===== config.mk =====
export PLATFORM = sky130hd
export DESIGN_NAME = gf22mul_scl_pipe
export DESIGN_NICKNAME = d
export VERILOG_FILES = /design/src/rtl/gf22mul_scl_pipe_pkg.sv /design/src/rtl/gf22_core.sv /design/src/rtl/gf22mul_scl_pipe.sv
export SDC_FILE = /design/constraint.sdc
export NUM_CORES = 1
export LEC_CHECK = 0
export CAP_MARGIN = 20
export CORE_UTILIZATION = 58
export CTS_BUF_LIST = sky130_fd_sc_hd__clkbuf_8 sky130_fd_sc_hd__clkbuf_16
export CTS_CLUSTER_DIAMETER = 60
export DETAILED_ROUTE_END_ITERATION = 7
export PLACE_DENSITY_LB_ADDON = 0.12
export SYNTH_ARGS = -nofsm -noshare
export SYNTH_HDL_FRONTEND = slang
export SYNTH_SLANG_ARGS = --single-unit

===== constraint.sdc =====
create_clock -name CLK -period 3 [get_ports CLK]
set_input_delay 0.6 -clock CLK [delete_from_list [all_inputs] [get_ports CLK]]
set_output_delay 0.6 -clock CLK [all_outputs]
set_load 0.005 [all_outputs]

===== src/rtl/gf22mul_scl_pipe_pkg.sv =====
// Shared constants and types for the masked GF(2^2) multiplier pipeline.
// Lane width, scaling-mode encodings and the per-lane partial-product bundle.
package gf22mul_scl_pipe_pkg;

    localparam int   GF22_W     = 2;
    localparam logic SCL_SCALED = 1'b1;
    localparam logic SCL_PLAIN  = 1'b0;

    typedef logic [GF22_W-1:0] gf22_t;

    typedef struct packed {
        gf22_t pp00;
        gf22_t pp01;
        gf22_t pp10;
        gf22_t pp11;
    } pp_t;

endpackage


===== src/rtl/gf22_core.sv =====
// Factored normal-basis GF(2^2) multiplier core, optionally scaled.
// The NAND complements cancel pairwise, so the output is bilinear in x and y.
module gf22_core
    import gf22mul_scl_pipe_pkg::*;
(
    input  logic [GF22_W-1:0] x,
    input  logic [GF22_W-1:0] y,
    input  logic              m,
    output logic [GF22_W-1:0] z
);

    logic s;
    logic f;
    logic p2;
    logic p1;
    logic p0;

    assign s  = x[1] ^ x[0];
    assign f  = y[1] ^ y[0];
    assign p2 = ~(f & s);
    assign p1 = ~(x[1] & y[1]);
    assign p0 = ~(x[0] & y[0]);

    always_comb begin
        z = {p2 ^ p1, p2 ^ p0};
        case (m)
            SCL_SCALED: z = {p2 ^ p0, p1 ^ p0};
            SCL_PLAIN:  z = {p2 ^ p1, p2 ^ p0};
        endcase
    end

endmodule


===== src/rtl/gf22mul_scl_pipe.sv =====
// Pipelined multi-lane 2-share masked GF(2^2) multiplier with optional scaling.
// S1 registers the refreshed cross-share products; compression reads registers only.
module gf22mul_scl_pipe
    import gf22mul_scl_pipe_pkg::*;
#(
    parameter int LANES    = 4,
    parameter bit PIPE_OUT = 1'b1
) (
    input  logic                    CLK,
    input  logic                    RSTn,
    input  logic                    flush,
    input  logic                    in_valid,
    output logic                    in_ready,
    input  logic                    scl,
    input  logic [GF22_W*LANES-1:0] a_s0,
    input  logic [GF22_W*LANES-1:0] a_s1,
    input  logic [GF22_W*LANES-1:0] b_s0,
    input  logic [GF22_W*LANES-1:0] b_s1,
    input  logic [GF22_W*LANES-1:0] rnd,
    output logic                    out_valid,
    input  logic                    out_ready,
    output logic [GF22_W*LANES-1:0] q_s0,
    output logic [GF22_W*LANES-1:0] q_s1
);

    pp_t [LANES-1:0]         pp_c;
    pp_t [LANES-1:0]         pp_r;
    logic [GF22_W*LANES-1:0] q0_c;
    logic [GF22_W*LANES-1:0] q1_c;
    logic                    s1_v;
    logic                    down_ready;
    logic                    in_fire;

    assign in_ready = ~s1_v | down_ready;
    assign in_fire  = in_valid & in_ready & ~flush;

    for (genvar k = 0; k < LANES; k++) begin : g_lane
        gf22_t c00;
        gf22_t c01;
        gf22_t c10;
        gf22_t c11;
        gf22_t r;

        assign r = rnd[GF22_W*k +: GF22_W];

        gf22_core u_c00 (.x(a_s0[GF22_W*k +: GF22_W]), .y(b_s0[GF22_W*k +: GF22_W]), .m(scl), .z(c00));
        gf22_core u_c01 (.x(a_s0[GF22_W*k +: GF22_W]), .y(b_s1[GF22_W*k +: GF22_W]), .m(scl), .z(c01));
        gf22_core u_c10 (.x(a_s1[GF22_W*k +: GF22_W]), .y(b_s0[GF22_W*k +: GF22_W]), .m(scl), .z(c10));
        gf22_core u_c11 (.x(a_s1[GF22_W*k +: GF22_W]), .y(b_s1[GF22_W*k +: GF22_W]), .m(scl), .z(c11));

        assign pp_c[k] = {c00, c01 ^ r, c10 ^ r, c11};

        // Share domains meet only here, after the S1 glitch barrier.
        assign q0_c[GF22_W*k +: GF22_W] = pp_r[k].pp00 ^ pp_r[k].pp01;
        assign q1_c[GF22_W*k +: GF22_W] = pp_r[k].pp11 ^ pp_r[k].pp10;
    end

    always_ff @(posedge CLK or negedge RSTn) begin
        if (!RSTn) begin
            s1_v <= 1'b0;
            pp_r <= '0;
        end else begin
            if (flush) begin
                s1_v <= 1'b0;
            end else if (in_ready) begin
                s1_v <= in_valid;
            end
            if (in_fire) begin
                pp_r <= pp_c;
            end
        end
    end

    if (PIPE_OUT) begin : g_out
        logic                    s2_v;
        logic [GF22_W*LANES-1:0] q0_r;
        logic [GF22_W*LANES-1:0] q1_r;

        assign down_ready = ~s2_v | out_ready;

        always_ff @(posedge CLK or negedge RSTn) begin
            if (!RSTn) begin
                s2_v <= 1'b0;
                q0_r <= '0;
                q1_r <= '0;
            end else begin
                if (flush) begin
                    s2_v <= 1'b0;
                end else if (down_ready) begin
                    s2_v <= s1_v;
                end
                if (down_ready && s1_v) begin
                    q0_r <= q0_c;
                    q1_r <= q1_c;
                end
            end
        end

        assign out_valid = s2_v;
        assign q_s0      = q0_r;
        assign q_s1      = q1_r;
    end else begin : g_comb
        assign down_ready = out_ready;
        assign out_valid  = s1_v;
        assign q_s0       = q0_c;
        assign q_s1       = q1_c;
    end

endmodule


==> results of run 1 <==
state kept, by name, summed over array words and instances, names as in the netlist:
name	cells
out_valid	1
q_s0	8
pp_r	32
q_s1	8
s1_v	1
worst paths after layout:
check | startpoint | to | slack (ps) | depth (start not counted)
setup / recovery | out_ready | in_ready | 580 | 4
hold / removal | RSTn | out_valid | 210 | 1
setup reg to reg | out_valid | pp_r[30] | 1220 | 6
hold reg to reg | q_s1[5] | q_s1[5] | 480 | 2
max in group asynchronous | RSTn | pp_r[0] | 2290 | 2
min in group CLK | q_s1[5] | q_s1[5] | 480 | 2
metrics by stage:
stage          area, µm²  hold WS [ps]
2_1_floorplan       3680           304
3_3_place_gp        4210           462
3_5_place_dp        4210           470
4_1_cts             4320           491
5_1_grt             4340           227
6_report            4340           208
cells by family after synthesis:
kind of cell | after synthesis | synth area share
compound gates | 201 | 0.363
mux | 13 | 0.0364
xor+xnor | 32 | 0.0762
flops | 50 | 0.340
buf+inv | 57 | 0.0724
simple gates | 98 | 0.112
layout make-up:
cell class	instances	share of cell area
Tap cell	75	0.0216
Clock buffer	5	0.0159
Multi-Input combinational cell	344	0.498
Sequential cell	50	0.289
Clock inverter	3	0.00952
Inverter	6	0.00519
Timing Repair Buffer	70	0.161
where the power goes:
group | switching, W | internal, W | total [W]
logic | 0.000322 | 0.000372 | 0.000694
clock network | 0.000222 | 0.000245 | 0.000467
registers | 0.0000854 | 0.000811 | 0.000897
synthesized netlist by cell type, types with 2 or more instances:
library cell / count
a31o_2: 2
o211a_1: 4
dfrtp_1: 50
buf_6: 2
o41ai_1: 2
nor2_1: 16
a2111oi_0: 3
a211o_1: 4
mux2i_1: 10
a311oi_1: 2
a32o_1: 3
o221ai_1: 3
mux2_2: 3
and2_1: 3
nand3_1: 5
a21o_1: 8
o21ai_1: 8
xnor2_1: 22
o31ai_1: 2
buf_2: 20
buf_4: 3
a31oi_1: 14
o221a_2: 2
a211oi_2: 2
nand2_1: 61
nor3_1: 4
o21ai_0: 49
inv_1: 5
nor2b_1: 6
o22a_1: 14
a211oi_1: 7
buf_1: 2
clkbuf_1: 23
o211ai_1: 4
a221o_1: 3
nand2b_1: 2
xor2_1: 10
o22ai_1: 38
a21oi_1: 21
per-layer routing:
layer  vias to the layer above  global-route usage
met5                         -                   0
met3                         7              0.0344
li1                       1733                   -
met4                         0              0.0526
met2                       100               0.386
met1                      1578               0.388
==> impl_metrics.tcl, run 1 <==
set metrics [dict create \
    run_status "finished clean" \
    placedCellCount 544 \
    viasPerCell 6.18 \
    grt_max_degree 77 \
    cts_setup_buffers 0 \
    crit_arrival_ps 1820 \
    end_kind "output port" \
    antenna_left 0 \
    htreeDepth 2 \
    regArea_um2 1250 \
    place_hpwl_um 5800 \
    die_h_um 81.6 \
    cts_tree "done" \
    ys_ff_latch 50 \
    detail_route.wl_per_cell_um 14.6 \
    grt_overflow 0 \
    setup-tns-final_ps 0 \
    clkTransAtPathRegs_ps 90 \
    crit_fanout 4 \
    die_area_um2 6670 \
    synthFlopType "dfrtp_1" \
    critical_path_class "primary input to output port" \
    grt_pass1_wl_um 13400 \
    clock_sinks 50 \
    slowest_stage "clkdlybuf4s50_1" \
    route.met3.wl_um 359 \
    postSynthCellCount 451 \
    fin_util 0.720 \
    core_area_um2 6030 \
    insertion_delay_ps 300 \
    row_count 28 \
    dr_total_vias 3418 \
    grt_util_all_layers 0.256 \
    post-route-min-period_ps 2420 \
    dr_wl_met2_um 3540 \
    drv_slew 0 \
    cts_buffers 5 \
    multi_input_area_um2 2160 \
    drt_iter0_markers 182 \
    clockBufferDepth 2 \
    io_pins 64 \
    path_cells "clkdlybuf4s50_1 -> nor2b_1 -> nand2_1 -> clkdlybuf4s50_1" \
    drive_above_1_share 0.0565 \
    wirelength_um 8060 \
    fmax_ghz 0.414 \
    globalplace.congestion 0.848 \
    synth_edf_count 0 \
    peakVddDrop_mv 0.403 \
    final_cell_mix "nand2_1 (61), clkdlybuf4s50_1 (61), dfrtp_1 (50)" \
    min_period_over_period 0.805 \
    fillers 466 \
    antenna_found_initial 0 \
    die_width_um 81.6 \
    yosys_warnings 0 \
    grt_pass1_vias 2791 \
    hp-class "primary input to async pin" \
    synth_area_um2 3680 \
    synth_cell_types 48 \
    cp-start-kind "primary input" \
    port_buffers 63 \
    fin_nets 523 \
    start_util 0.610 \
    leakage_nw 1.74 \
    crit_required_ps 2400 \
    finalWorstSetupSlack_ps 585 \
    postCtsHoldBufs 0 \
    final_cells 553 \
    crit_family "buffers and inverters" \
    worst_pin_slew_ps 442 \
    num_antenna_cells 0 \
    hold_viol 0 \
    synth_top_area_frac 0.340 \
    cts_root_buf "clkbuf_8" \
    synth.largest_area_cell "dfrtp_1" \
    max_cap_violations 0 \
    drc 0 \
    drtPass1Iterations 4 \
    cpPeakStageDelay_ps 450 \
    skew_ps 5.53 \
    synth_nets 497 \
    power_density_nw_per_um2 475 \
    relSlewSlack 0.698 \
    cp_common_cell "clkdlybuf4s50_1" \
    place_ws_ps 586 \
    drt-met1-wl_um 4090 \
    layout-area-overhead-vs-synth_pct 17.9 \
    seq_area_frac_synth 0.340 \
    worst-path-buf-inv 2 \
    synth.avg_cell_area_um2 8.16 \
    power_w 0.00206 \
    synthArstFlopShare 1.00 \
    cts_resized 0 \
    synthTopCellsByArea "dfrtp_1 (34%), o21ai_0 (6.7%), o22ai_1 (6.5%)" \
    setup_viol 0 \
    rsz0062_at_grt "false" \
    dr.max_layer_used "met4" \
]
Note: power is estimated with default switching activity, not from simulation.
==> run 2, diff against run 1 <==
Settings changed: CORE_UTILIZATION 58 to 49.
Clock period 3 ns to 2.1 ns, I/O delays scaled along.
==> run 2 against run 1 <==
- clock skew hardly changed
- combinational power is 54% higher
- power is 47% higher
- sequential cell count stayed put
- count of clock-buffer cells in the layout stayed put
- clock power is 42% higher
- sequential share of layout area is 2.7 points lower
- die area is 18% higher
- critical path depth stayed put
- largest power group unchanged
==> impl_metrics.tcl, run 2 (same netlist as run 1, synthesis figures left out) <==
set metrics [dict create \
    power_w 0.00302 \
    clockPowerShare 0.221 \
    fmax_ghz 0.518 \
    layout-area-overhead-vs-synth_pct 29.8 \
    crit_arrival_ps 1510 \
    fillers 656 \
    multi_input_area_um2 2160 \
    power_frac_comb 0.356 \
    grt_util_all_layers 0.233 \
    core_area_um2 7250 \
    antenna_found_initial 0 \
    num_antenna_cells 0 \
    port_buffers 63 \
    holdWs_ps 90.4 \
    drt_iter0_markers 186 \
    die_area_um2 7860 \
    grt_pass1_wl_um 14500 \
    power_density_nw_per_um2 631 \
    place_hpwl_um 6680 \
    fin_nets 574 \
    p_seq_frac 0.424 \
    run_status "finished clean" \
    clkTransAtPathRegs_ps 90 \
    setup_viol 0 \
    peakVddDrop_mv 0.264 \
    grt_pass1_vias 3205 \
    clockBufferDepth 2 \
    leakage_nw 2.00 \
    largest_register_ffs 32 \
    wirelength_um 8580 \
    final_cell_mix "nand2_1 (61), clkdlybuf4s50_1 (61), buf_4 (54)" \
    largest-register "pp_r" \
    crit_required_ps 1680 \
    cts_buffers 5 \
    hp-class "primary input to async pin" \
    drtPass1Iterations 4 \
    critical_path_class "primary input to output port" \
    drive_above_1_share 0.147 \
    max_cap_violations 0 \
    die_h_um 88.6 \
    worst_pin_slew_ps 555 \
    cts_root_buf "clkbuf_8" \
    detail_route.wl_per_cell_um 13.7 \
    regArea_um2 1250 \
    postCtsHoldBufs 0 \
    io_pins 64 \
    row_count 31 \
    min_period_over_period 0.919 \
    rsz0062_at_grt "false" \
    crit_fanout 2 \
    relSlewSlack 0.630 \
    htreeDepth 2 \
    cp-start-kind "primary input" \
    intPower_w 0.00211 \
    grt_max_degree 36 \
    post-route-min-period_ps 1930 \
    hold_viol 0 \
    grt_overflow 0 \
    drv_slew 0 \
    switching_share 0.301 \
    viasPerCell 5.75 \
    globalplace.congestion 0.857 \
    fin_util 0.658 \
    insertion_delay_ps 300 \
    dpl_cell_area_um2 4660 \
    setup-tns-final_ps 0 \
    power.switching_w 0.000907 \
    end_kind "output port" \
    die_width_um 88.6 \
    start_util 0.507 \
    skew_ps 5.16 \
    clock_sinks 50 \
    drc 0 \
    dr_total_vias 3608 \
    antenna_left 0 \
    fin_area_um2 4780 \
    cts_tree "done" \
]
[run 2: power by group through the flow]
| stage | logic (W) | clock network, W | registers, W |
|---|---|---|---|
| final | 0.00107 | 0.000665 | 0.00128 |
| after global placement | 0.00105 | 0 | 0.00129 |
| after global routing | 0.00120 | 0.000712 | 0.00131 |
| after floorplan | 0.000581 | 0 | 0.00129 |
| after detailed placement | 0.00108 | 0 | 0.00130 |
| after CTS | 0.00108 | 0.000674 | 0.00128 |
[run 2: repair_timing]
item                                    in CTS  in global routing
endpoints found under the hold margin        0                  0
endpoints found under the setup margin       0                  1
gates resized for setup                      0                  1
setup buffers                                0                  0
[run 2: area by class of cell]
type                       count  area share
clock buffer                   5      0.0144
clock inverter                 3     0.00865
inverter                       6     0.00472
multi-input combinational    344       0.453
sequential                    50       0.262
tap                           99      0.0259
timing repair buffer         121       0.232
[run 2: final timing paths]
kind                           start   endpoint  slack (ps)  depth (start not counted)
max                        out_ready   in_ready         170                          4
min                             RSTn  out_valid          90                          1
max reg2reg                out_valid    pp_r[8]         520                          6
min reg2reg                  q_s0[0]    q_s0[0]         480                          2
max in group asynchronous       RSTn   pp_r[20]        1470                          2
min in group CLK             q_s0[0]    q_s0[0]         480                          2
[run 2: critical path, cell delays in order]
cell	delay (ps)
clkdlybuf4s50_1	450
nor2b_1	50
nand2_1	90
clkdlybuf4s50_1	500
[run 2: per-stage QoR]
stage / std cells / worst slack (ps)
3_5_place_dp: 620 / -142
4_1_cts: 628 / 167
5_1_grt: 628 / 57.2
3_3_place_gp: 620 / -119
2_1_floorplan: 451 / 557
6_report: 628 / 170
[run 2: per-layer routing]
metal,global-route usage,share of wire,up-vias
met5,0,0,-
met4,0.0836,0.013,0
met3,0.0187,0.046,11
met2,0.364,0.45,100
met1,0.339,0.49,1663
li1,-,-,1834
==> run 3, diff against run 2 <==
Settings changed: ABC_CLOCK_PERIOD_IN_PS from default to 2100.
==> results of run 3 <==
Final layout, timing and power as in run 2 (identical DEF).
